--- src/rtl/duck_flight_ctrl.sv ---
// Duck flight controller: launch, bounce flight, escape, shot and fall.
// Position, pose and completion pulses advance on a synchronised frame tick.
module duck_flight_ctrl #(
   parameter logic [9:0]  X_MAX      = 10'd601,
   parameter logic [9:0]  Y_MAX      = 10'd400,
   parameter logic [9:0]  STEP       = 10'd2,
   parameter logic [9:0]  FALL_STEP  = 10'd4,
   parameter int          FLY_TICKS  = 300,
   parameter int          SHOT_TICKS = 30,
   parameter int          ANIM_TICKS = 8,
   parameter logic [18:0] SPR_FLY_A  = 19'd550,
   parameter logic [18:0] SPR_FLY_B  = 19'd569,
   parameter logic [18:0] SPR_SHOT   = 19'd588,
   parameter logic [18:0] SPR_FALL   = 19'd607
) (
   input  logic        Clk,
   input  logic        Reset_n,
   input  logic        frame_clk,
   input  logic        launch,
   input  logic [9:0]  start_x,
   input  logic        dir_left,
   input  logic        hit,
   output logic [9:0]  Duck_X_Pos,
   output logic [9:0]  Duck_Y_Pos,
   output logic [18:0] sprite_base,
   output logic        duck_visible,
   output logic        escaped,
   output logic        fallen
);

   typedef enum logic [2:0] {IDLE, FLY, ESCAPE, SHOT, FALL} state_t;

   localparam logic [15:0] FLY_LAST  = 16'(FLY_TICKS - 1);
   localparam logic [15:0] SHOT_LAST = 16'(SHOT_TICKS - 1);
   localparam logic [15:0] ANIM_LAST = 16'(ANIM_TICKS - 1);
   localparam logic signed [10:0] STEP_S = $signed({1'b0, STEP});
   localparam logic signed [10:0] XMAX_S = $signed({1'b0, X_MAX});
   localparam logic signed [10:0] YMAX_S = $signed({1'b0, Y_MAX});

   state_t state_q, state_n;
   logic fs1, fs2, fs3, tick;
   logic dx_neg_q, dx_neg_n, dy_neg_q, dy_neg_n;
   logic [15:0] fly_q, fly_n, shot_q, shot_n, anim_q, anim_n;
   logic pose_q, pose_n, pend_q, pend_n, hit_now;
   logic [9:0] x_n, y_n;
   logic [18:0] spr_n;
   logic vis_n, esc_n, fal_n;
   logic signed [10:0] nx, ny;

   // Bring frame_clk into the Clk domain and detect its rising edge
   always_ff @(posedge Clk or negedge Reset_n) begin
      if (!Reset_n) begin
         fs1 <= 1'b0;
         fs2 <= 1'b0;
         fs3 <= 1'b0;
      end else begin
         fs1 <= frame_clk;
         fs2 <= fs1;
         fs3 <= fs2;
      end
   end

   assign tick = fs2 & ~fs3;

   // State, position, counters and registered outputs
   always_ff @(posedge Clk or negedge Reset_n) begin
      if (!Reset_n) begin
         state_q      <= IDLE;
         Duck_X_Pos   <= 10'd320;
         Duck_Y_Pos   <= 10'd240;
         dx_neg_q     <= 1'b0;
         dy_neg_q     <= 1'b1;
         fly_q        <= '0;
         shot_q       <= '0;
         anim_q       <= '0;
         pose_q       <= 1'b0;
         pend_q       <= 1'b0;
         sprite_base  <= SPR_FLY_A;
         duck_visible <= 1'b0;
         escaped      <= 1'b0;
         fallen       <= 1'b0;
      end else begin
         state_q      <= state_n;
         Duck_X_Pos   <= x_n;
         Duck_Y_Pos   <= y_n;
         dx_neg_q     <= dx_neg_n;
         dy_neg_q     <= dy_neg_n;
         fly_q        <= fly_n;
         shot_q       <= shot_n;
         anim_q       <= anim_n;
         pose_q       <= pose_n;
         pend_q       <= pend_n;
         sprite_base  <= spr_n;
         duck_visible <= vis_n;
         escaped      <= esc_n;
         fallen       <= fal_n;
      end
   end

   // Next-state, motion, bounce and pose selection
   always_comb begin
      state_n  = state_q;
      x_n      = Duck_X_Pos;
      y_n      = Duck_Y_Pos;
      dx_neg_n = dx_neg_q;
      dy_neg_n = dy_neg_q;
      fly_n    = fly_q;
      shot_n   = shot_q;
      anim_n   = anim_q;
      pose_n   = pose_q;
      pend_n   = pend_q;
      esc_n    = 1'b0;
      fal_n    = 1'b0;
      hit_now  = pend_q | hit;
      nx = $signed({1'b0, Duck_X_Pos}) + (dx_neg_q ? -STEP_S : STEP_S);
      ny = $signed({1'b0, Duck_Y_Pos}) + (dy_neg_q ? -STEP_S : STEP_S);

      unique case (state_q)
         IDLE: begin
            pend_n = 1'b0;
            if (launch) begin
               state_n  = FLY;
               x_n      = (start_x > X_MAX) ? X_MAX : start_x;
               y_n      = Y_MAX;
               dx_neg_n = dir_left;
               dy_neg_n = 1'b1;
               fly_n    = '0;
               shot_n   = '0;
               anim_n   = '0;
               pose_n   = 1'b0;
            end
         end
         FLY, ESCAPE: begin
            if (hit) pend_n = 1'b1;
            if (tick) begin
               if (anim_q == ANIM_LAST) begin
                  anim_n = '0;
                  pose_n = ~pose_q;
               end else begin
                  anim_n = anim_q + 16'd1;
               end
               if (hit_now) begin
                  state_n = SHOT;
                  pend_n  = 1'b0;
                  shot_n  = '0;
               end else if (state_q == FLY) begin
                  if (nx[10]) begin
                     x_n      = '0;
                     dx_neg_n = ~dx_neg_q;
                  end else if (nx > XMAX_S) begin
                     x_n      = X_MAX;
                     dx_neg_n = ~dx_neg_q;
                  end else begin
                     x_n = nx[9:0];
                  end
                  if (ny[10]) begin
                     y_n      = '0;
                     dy_neg_n = ~dy_neg_q;
                  end else if (ny > YMAX_S) begin
                     y_n      = Y_MAX;
                     dy_neg_n = ~dy_neg_q;
                  end else begin
                     y_n = ny[9:0];
                  end
                  if (fly_q == FLY_LAST) state_n = ESCAPE;
                  else fly_n = fly_q + 16'd1;
               end else if (Duck_Y_Pos <= STEP) begin
                  y_n     = '0;
                  esc_n   = 1'b1;
                  state_n = IDLE;
               end else begin
                  y_n = Duck_Y_Pos - STEP;
               end
            end
         end
         SHOT: begin
            pend_n = 1'b0;
            if (tick) begin
               if (shot_q == SHOT_LAST) state_n = FALL;
               else shot_n = shot_q + 16'd1;
            end
         end
         FALL: begin
            pend_n = 1'b0;
            if (tick) begin
               if (Duck_Y_Pos >= Y_MAX - FALL_STEP) begin
                  y_n     = Y_MAX;
                  fal_n   = 1'b1;
                  state_n = IDLE;
               end else begin
                  y_n = Duck_Y_Pos + FALL_STEP;
               end
            end
         end
         default: state_n = IDLE;
      endcase

      vis_n = (state_n != IDLE);
      unique case (state_n)
         FLY, ESCAPE: spr_n = pose_n ? SPR_FLY_B : SPR_FLY_A;
         SHOT:        spr_n = SPR_SHOT;
         FALL:        spr_n = SPR_FALL;
         default:     spr_n = SPR_FLY_A;
      endcase
   end

endmodule

--- config.mk ---
export PLATFORM = sky130hd
export DESIGN_NAME = duck_flight_ctrl
export DESIGN_NICKNAME = d
export VERILOG_FILES = /design/src/rtl/duck_flight_ctrl.sv
export SDC_FILE = /design/constraint.sdc
export NUM_CORES = 1
export LEC_CHECK = 0
export BUFFER_PORTS_ARGS = -buffer_cell sky130_fd_sc_hd__buf_4
export CAP_MARGIN = 10
export CORE_MARGIN = 2
export CORE_UTILIZATION = 45
export CTS_BUF_LIST = sky130_fd_sc_hd__clkbuf_8
export CTS_CLUSTER_DIAMETER = 120
export DETAILED_ROUTE_END_ITERATION = 8
export GPL_TIMING_DRIVEN = 0
export PLACE_DENSITY = 0.77
export REMOVE_ABC_BUFFERS = 1
export SETUP_SLACK_MARGIN = 0.05
export SKIP_CTS_REPAIR_TIMING = 1
export SLEW_MARGIN = 20
export SYNTH_ARGS = -nofsm -noshare
export SYNTH_HDL_FRONTEND = slang
export SYNTH_SLANG_ARGS = --single-unit
--- constraint.sdc ---
create_clock -name Clk -period 2.6 [get_ports Clk]
set_input_delay 0.52 -clock Clk [delete_from_list [all_inputs] [get_ports Clk]]
set_output_delay 0.52 -clock Clk [all_outputs]
set_load 0.1 [all_outputs]
==> key figures, run 1 <==
Cells and area
  • Nets: ~800
  • Final Util: 0.5554
  • Number of fill cells: 1173
  • Share of layout cells above drive strength 1: 0.2547
  • Diodes inserted: 0
  • Layout area overhead: 21.10%
  • Final Instance Area: roughly 0.0073 sq mm

GRT
  • Total grt overflow: 0
  • Initial antenna violation count: 0
  • First-pass GRT wire length: about 22000 um
  • Number of global-route vias before repair: about 4700
  • GRT Util Overall: 0.1886
  • Largest net degree at the start of global routing: 87

Timing
  • Hold Vio Cnt, Final: 0
  • WHS: about 0.18 ns
  • Slew HR: 0.4601
  • Setup-failing EPs final: 16
  • Total negative slack: -1.736 ns
  • Clk_skew: slightly above 0.006 ns
  • Max frequency: around 360 MHz
  • Final period util: 1.075
  • Minimum clock period: 2.795 ns
  • Setup ws final: -0.1952 ns
  • Max Slew Vio Count: 0
  • RSZ-0062 raised after global routing: yes
  • Least-Margin Pin Slew: slightly above 0.8 ns

Synth
  • Syn Inst Count: slightly below 700
  • Yosys top cell area share: 0.3156
  • Post-synth EDFFs: 0
  • Prevailing post-synth register cell: dfrtp_1
  • Distinct cell type count after synthesis: 82
  • Ys async rst share: 1.000
  • FF+latch count, synth: 86
  • Synth Cell Area: around 0.006 sq mm
  • Top area cells in the synthesized netlist: dfrtp_1 (32%), ha_1 (5.8%), nor2_1 (4.5%), xor2_1 (4.5%), dfstp_2 (4.4%)
  • Avg Cell Area, Syn: around 9 sq um
  • Sequential area share after synthesis: 0.3592
  • Synth warn: 0
  • Area leader, netlist: dfrtp_1

Floorplanning
  • Top Ports: 58
  • Die W: about 120 um
  • Initial Util: 0.4587
  • Core Rows: 42
  • Core footprint: 0.01314 sq mm
  • Die height: between 100 and 150 um
  • Full die area: 0.01433 sq mm

Routing
  • Via count: 5208
  • Via/cell ratio: about 5.6
  • Drt total wl: between 10000 and 15000 um
  • WL/cell: between 15 and 20 um
  • DR pass1 iterations: 7
  • Detail Route Antenna Nets: 0
  • DRC: 0
  • Drt first-iter violations: just under 400

Pwr
  • Logic pwr share: 0.673
  • Switching Fraction: 0.5043
  • Flop pwr share: 0.205
  • PD cells: 1411 mW/mm^2
  • Maximum vdd drop: ~0.8 mV
  • Total power: 10.29 mW
  • P_leak: around 3.1 nW
  • P_sw: roughly 5.2 mW
  • Clock power share: 0.122
  • Internal power: just over 5 mW

Clocking
  • Worst skew pair latency: approximately 0.37 ns
  • Clk Tree Root Cell: clkbuf_8
  • CTS tree: done
  • Clock Tree Buf Depth: 2
  • Clock-pin slew on the worst setup and hold paths: roughly 0.080 ns
  • Max H-tree Level: 3
  • Clock sinks: 86
  • Total CTS buffers: 9

Setup path
  • Highest-delay cell along the critical path: dfstp_4
  • CP cell instances: inv_1 -> fa_2 -> xor2_1 -> a311oi_1 -> and4bb_2 -> or4_4 -> a311oi_2 -> a211o_1
  • Top delay family on crit path: simple AND/OR/NAND/NOR gates
  • Flop2flop setup slack: -0.20 ns
  • WP data required: 2.92 ns
  • WS Path Type: register to register
  • Crit end category: register
  • Beginning of the critical path: dy_neg_q
  • Buf+Inv Stages, Crit Path: 1
  • Critical path's largest stage delay: 0.67 ns
  • Worst reg2reg startpoint: dy_neg_q
  • Crit-path max FO: 7
  • Critical Path AT: ~3.1 ns
  • CP Launch Type: register

Outcome
  • Status: complete, but fails checks
  • Failing checks: setup timing

Place
  • Final Wtd Congestion: about 0.86
  • DP HPWL: 9342 um
  • Port bufs: 44
  • Area after DPL: roughly 0.0064 sq mm

Run
  • Maxcap violations: 0

Worst hold path
  • Hold Path Class: primary input to asynchronous set/reset pin
[metal layers]
metal / share of wire / wire length, um / global-route usage / up-vias
li1: - / - / - / 2604
met1: 0.48 / 6669 / 0.2594 / 2493
met2: 0.48 / 6698 / 0.3096 / 98
met3: 0.030 / 425 / 0.03897 / 13
met4: 0.012 / 167 / 0.03750 / 0
met5: 0 / 0 / 0 / -
[cell usage in the layout (no fill, tap or decap), types with 7 or more instances in the layout]
cell | netlist | routed
a21o_1 | 7 | 7
a21oi_1 | 32 | 26
and2_1 | 11 | 11
and3_1 | 12 | 11
and4_1 | 9 | 9
buf_4 | 14 | 71
clkbuf_8 | 0 | 10
conb_1 | 2 | 13
dfrtp_1 | 76 | 68
dfrtp_2 | 0 | 7
dfstp_2 | 10 | 9
ha_1 | 28 | 21
inv_1 | 24 | 22
nand2_1 | 59 | 56
nand3_1 | 17 | 15
nand4_1 | 15 | 15
nor2_1 | 73 | 72
nor2b_1 | 9 | 8
nor3_1 | 21 | 15
nor4_1 | 7 | 7
o211ai_1 | 7 | 7
o21ai_0 | 37 | 34
or3_1 | 11 | 10
xnor2_1 | 17 | 16
xor2_1 | 31 | 31
[path summary, 6_finish.rpt]
path	cells after the start	to
worst max register to register	8	dy_neg_q
worst max-delay path	8	dy_neg_q
min in group Clk	1	fs1
worst min-delay path	1	anim_q[10]
worst min register to register	0	fs2
max in group asynchronous	1	state_q[1]
[state kept, by name, summed over array words and instances (netlist names), 3 cells and up]
register and cells:
fly_q 16, sprite_base 6, Duck_Y_Pos 9, Duck_X_Pos 10
state_q 3, shot_q 16, anim_q 16
[kinds of logic after synthesis]
kind of cell / Yosys count / synth area share
compound gates: 180 / 0.2193
xor+xnor: 48 / 0.06977
fa+ha+maj: 30 / 0.06478
buf+inv: 58 / 0.04734
flops: 86 / 0.3592
mux: 5 / 0.008721
other cells: 2 / 0.001246
simple gates: 269 / 0.2296
[area by class of cell]
class | instances | area (sq um) | share of cell area
clock buffers | 10 | 137.6 | 0.01886
clock inverters | 6 | 132.6 | 0.01818
inverters | 24 | 92.59 | 0.01269
multi-input cells | 545 | 3961 | 0.5429
flip-flops and latches | 86 | 2181 | 0.2989
well taps | 176 | 220.2 | 0.03018
repair buffers | 75 | 571.8 | 0.07836
[through the flow]
stage	setup slack, ns	instances
finish	-0.1952	922
global route	-0.2860	922
CTS	-0.4108	892
detailed placement	-0.3994	876
global placement	-0.3832	875
floorplan	-0.7456	655
[synth_stat cells (all sizes together), types with 4 or more instances]
| master | n |
|---|---|
| a31oi | 7 |
| or3 | 11 |
| a21o | 7 |
| a221o | 4 |
| o21bai | 6 |
| nor2 | 73 |
| nor4b | 4 |
| a21oi | 32 |
| and3 | 12 |
| o31ai | 4 |
| nand4 | 16 |
| o211ai | 8 |
| o22a | 5 |
| nand2 | 59 |
| nand3 | 17 |
| and2 | 11 |
| xor2 | 31 |
| dfstp | 10 |
| nor2b | 9 |
| nand2b | 5 |
| or2 | 4 |
| nor4 | 8 |
| dfrtp | 76 |
| o21a | 6 |
| o221ai | 4 |
| a211oi | 6 |
| buf | 21 |
| o21ai | 41 |
| and4 | 10 |
| o22ai | 7 |
| ha | 28 |
| clkbuf | 13 |
| inv | 24 |
| xnor2 | 17 |
| nor3 | 21 |
[power groups by stage]
stage	Combinational (mW)	Sequential, mW	Clock, mW
floorplan	3.33	3.21	0
global placement	5.48	2.13	0
detailed placement	5.54	2.13	0
CTS	5.57	2.11	1.27
global route	7.45	2.17	1.34
finish	6.93	2.11	1.25
No activity file was read; power rests on OpenSTA's default activity.
==> run 2: changes to the inputs <==
--- a/config.mk
+++ b/config.mk
@@ -5,6 +5,7 @@
 export SDC_FILE = /design/constraint.sdc
 export NUM_CORES = 1
 export LEC_CHECK = 0
+export ABC_AREA = 1
 export BUFFER_PORTS_ARGS = -buffer_cell sky130_fd_sc_hd__buf_4
 export CAP_MARGIN = 10
 export CORE_MARGIN = 2
==> run 2 against run 1 <==
The flow now finishes without violations. Highest routed layer unchanged. Critical path depth increased by 8. Worst hold slack improved by 0.028 ns. Die area grew 4.1%. First-iteration DRC count rose by 0.77%. Global-route usage grew 0.15 points. Cell count up 20%.
==> key figures, run 2 <==
Outcome
  • Status: finished, final reports clean (was complete, but fails checks)

Clocking
  • Total CTS buffers: 9 (unchanged)
  • Clock-pin slew on the worst setup and hold paths: 0.09 ns (was 0.08 ns)
  • Max H-tree Level: 3 (unchanged)
  • Clk Tree Root Cell: clkbuf_8 (unchanged)
  • CTS tree: done (unchanged)
  • Clock sinks: 86 (unchanged)
  • Worst skew pair latency: 0.37 ns (about the same)
  • Clock Tree Buf Depth: 2 (unchanged)

Setup path
  • CP Launch Type: register (unchanged)
  • Crit end category: register (unchanged)
  • WP data required: 2.86 ns (was 2.92 ns)
  • Crit-path max FO: 9 (was 7)
  • Worst reg2reg startpoint: dx_neg_q (was dy_neg_q)
  • WS Path Type: register to register (unchanged)
  • Beginning of the critical path: dx_neg_q (was dy_neg_q)
  • Critical Path AT: 2.62 ns (was 3.11 ns)

Floorplanning
  • Full die area: 0.01492 sq mm (was 0.01433 sq mm)
  • Die height: 122.1 um (was 119.7 um)
  • Die W: 122.1 um (was 119.7 um)
  • Top Ports: 58 (unchanged)
  • Core footprint: 0.01377 sq mm (was 0.01314 sq mm)
  • Initial Util: 0.4559 (was 0.4587)
  • Core Rows: 43 (was 42)

Run
  • Maxcap violations: 0 (unchanged)

Cells and area
  • Nets: 971 (was 787)
  • Most common cell after layout, fill and taps aside: nand2_1 (was nor2_1)
  • Top Registers: anim_q x16, fly_q x16, shot_q x16 (unchanged)
  • Final Instance Area: 0.007058 sq mm (was 0.007297 sq mm)
  • Layout area overhead: 12.39% (was 21.10%)
  • Most frequent cells in the layout: nand2_1 (221), inv_1 (106), nor2_1 (73) (was nor2_1 (72), buf_4 (71), dfrtp_1 (68))
  • Diodes inserted: 0 (unchanged)
  • Share of layout cells above drive strength 1: 0.1419 (was 0.2547)
  • Final Non-Filler Cells: 1110 (was 922)
  • Final Util: 0.5124 (was 0.5554)

Synth
  • Post-Synth Simple-Gate Area: 0.3347 (was 0.2297)
  • Synth Area in XOR/XNOR: 0.04045 (was 0.06977)
  • Main combinational cell family by area after synthesis: simple AND/OR/NAND/NOR gates (unchanged)
  • Area leader, netlist: dfrtp_1 (unchanged)
  • Sequential area share after synthesis: 0.3447 (was 0.3592)
  • Post-synthesis mux area share: 0.001594 (was 0.008721)
  • Synth warn: 0 (unchanged)
  • Ys async rst share: 1.000 (unchanged)
  • Avg Cell Area, Syn: 7.210 sq um (was 8.888 sq um)
  • FF+latch count, synth: 86 (unchanged)
  • Commonest cells post-synth: nand2_1 (222), inv_1 (107), dfrtp_1 (76) (was dfrtp_1 (76), nor2_1 (73), nand2_1 (59))
  • Yosys top cell area share: 0.3028 (was 0.3156)
  • Compound-Gate Fraction of Synth Area: 0.1176 (was 0.2193)
  • Top area cells in the synthesized netlist: dfrtp_1 (30%), nand2_1 (13%), inv_1 (6.4%), nand3_1 (5.9%), ha_1 (5.6%) (was dfrtp_1 (32%), ha_1 (5.8%), nor2_1 (4.5%), xor2_1 (4.5%), dfstp_2 (4.4%))
  • Synth Area in Adders: 0.06216 (was 0.06478)
  • Distinct cell type count after synthesis: 49 (was 82)
  • Prevailing post-synth register cell: dfrtp_1 (unchanged)
  • Post-synth EDFFs: 0 (unchanged)
  • Syn Inst Count: 871 (was 678)
  • Synth Cell Area: 0.006280 sq mm (was 0.006026 sq mm)
  • Top-count cell post-synth: nand2_1 (was dfrtp_1)

Routing
  • Drt first-iter violations: 393 (was 390)
  • Via count: 5726 (was 5208)
  • DRC: 0 (unchanged)
  • Drt total wl: 13820 um (was 13960 um)
  • WL/cell: 12.45 um (was 15.14 um)
  • Detail Route Antenna Nets: 0 (unchanged)
  • Via/cell ratio: 5.159 (was 5.649)
  • DR pass1 iterations: 5 (was 7)

Timing
  • Max frequency: 423.8 MHz (was 357.8 MHz)
  • Setup-failing EPs final: 0 (was 16)
  • Total negative slack: 0 ns (was -1.736 ns)
  • Max Slew Vio Count: 0 (unchanged)
  • Clk_skew: 0.009501 ns (was 0.006173 ns)
  • Slew HR: 0.4823 (was 0.4601)
  • Hold Vio Cnt, Final: 0 (unchanged)
  • Minimum clock period: 2.360 ns (was 2.795 ns)
  • Least-Margin Pin Slew: 0.7766 ns (was 0.8099 ns)
  • RSZ-0062 raised after global routing: no (was yes)
  • Final period util: 0.9075 (was 1.075)

GRT
  • Met2 Usage GRT: 0.3188 (was 0.3096)
  • Largest net degree at the start of global routing: 87 (unchanged)
  • Met1 global-route usage: 0.2512 (was 0.2594)
  • Met3 GRT Util: 0.04073 (was 0.03897)
  • Total grt overflow: 0 (unchanged)
  • Number of global-route vias before repair: 5094 (was 4689)
  • Initial antenna violation count: 0 (unchanged)
  • First-pass GRT wire length: 22940 um (was 22310 um)
  • Most crowded layer after global routing: met2 (unchanged)
  • GRT Util Overall: 0.1900 (was 0.1886)

Place
  • Final Wtd Congestion: 0.9111 (was 0.8609)
  • Port bufs: 44 (unchanged)
  • Area after DPL: 0.006706 sq mm (was 0.006440 sq mm)
  • DP HPWL: 10100 um (was 9342 um)
  • DP Cell Count: 1082 (was 876)

Pwr
  • P_leak: 3.409 nW (was 3.129 nW)
  • Maximum vdd drop: 0.4301 mV (was 0.7898 mV)
  • Total power: 9.609 mW (was 10.29 mW)
  • PD cells: 1361 mW/mm^2 (was 1411 mW/mm^2)

Worst hold path
  • Hold Path Class: primary input to asynchronous set/reset pin (unchanged)
[run 2: area by class of cell]
type	instances	area (sq um)
Clock buffer	9	123.9
Clock inverter	7	71.32
Fill cell	1342	6715
Inverter	118	445.4
Multi-Input combinational cell	654	3586
Sequential cell	86	2170
Tap cell	180	225.2
Timing Repair Buffer	56	436.7
[run 2: stage by stage]
stage,hold slack [ns],setup slack [ns]
floorplan,0.2244,-0.2420
global placement,0.3371,-0.2437
detailed placement,0.3355,-0.2879
CTS,0.2323,-0.3403
global route,0.2312,0.03738
finish,0.2099,0.2405
[run 2: logic make-up after synthesis]
logic type | count (synthesis)
buf+inv | 142
mux | 1
flops | 86
xor+xnor | 29
fa+ha+maj | 30
other cells | 2
compound gates | 123
simple gates | 458
[run 2: critical path: stages (launching register included)]
cell and delay (ns):
dfrtp_2 0.49, buf_4 0.17, fa_1 0.39, nand3_1 0.10
nand2_1 0.06, nand2_1 0.10, nor2_1 0.08, nand2_1 0.08
nand2_1 0.05, nand2_1 0.06, nand2_1 0.06, nor2_2 0.20
nand3_1 0.13, nand2_1 0.11, nand2_1 0.07, nand2_1 0.06
nand2_1 0.04
[run 2: worst paths after layout]
kind / to / slack (ns) / cells past startpoint
worst min register to register: fs2 / 0.36 / 0
min in group Clk: fs1 / 0.26 / 1
worst min-delay path: Duck_X_Pos[7] / 0.21 / 1
worst max register to register: dx_neg_q / 0.24 / 16
worst max-delay path: dx_neg_q / 0.24 / 16
max in group asynchronous: Duck_Y_Pos[1] / 1.83 / 1
[run 2: routing by layer]
layer	wire length [um]	part of all wire	up-vias
li1	-	-	2972
met1	6588	0.48	2626
met2	6476	0.47	114
met3	571	0.041	14
met4	183	0.013	0
met5	0	0	-
[run 2: report_power, final]
group	internal [mW]	switching (mW)
clock network	0.447	0.505
logic	1.93	4.66
registers	1.72	0.352
total	4.10	5.51
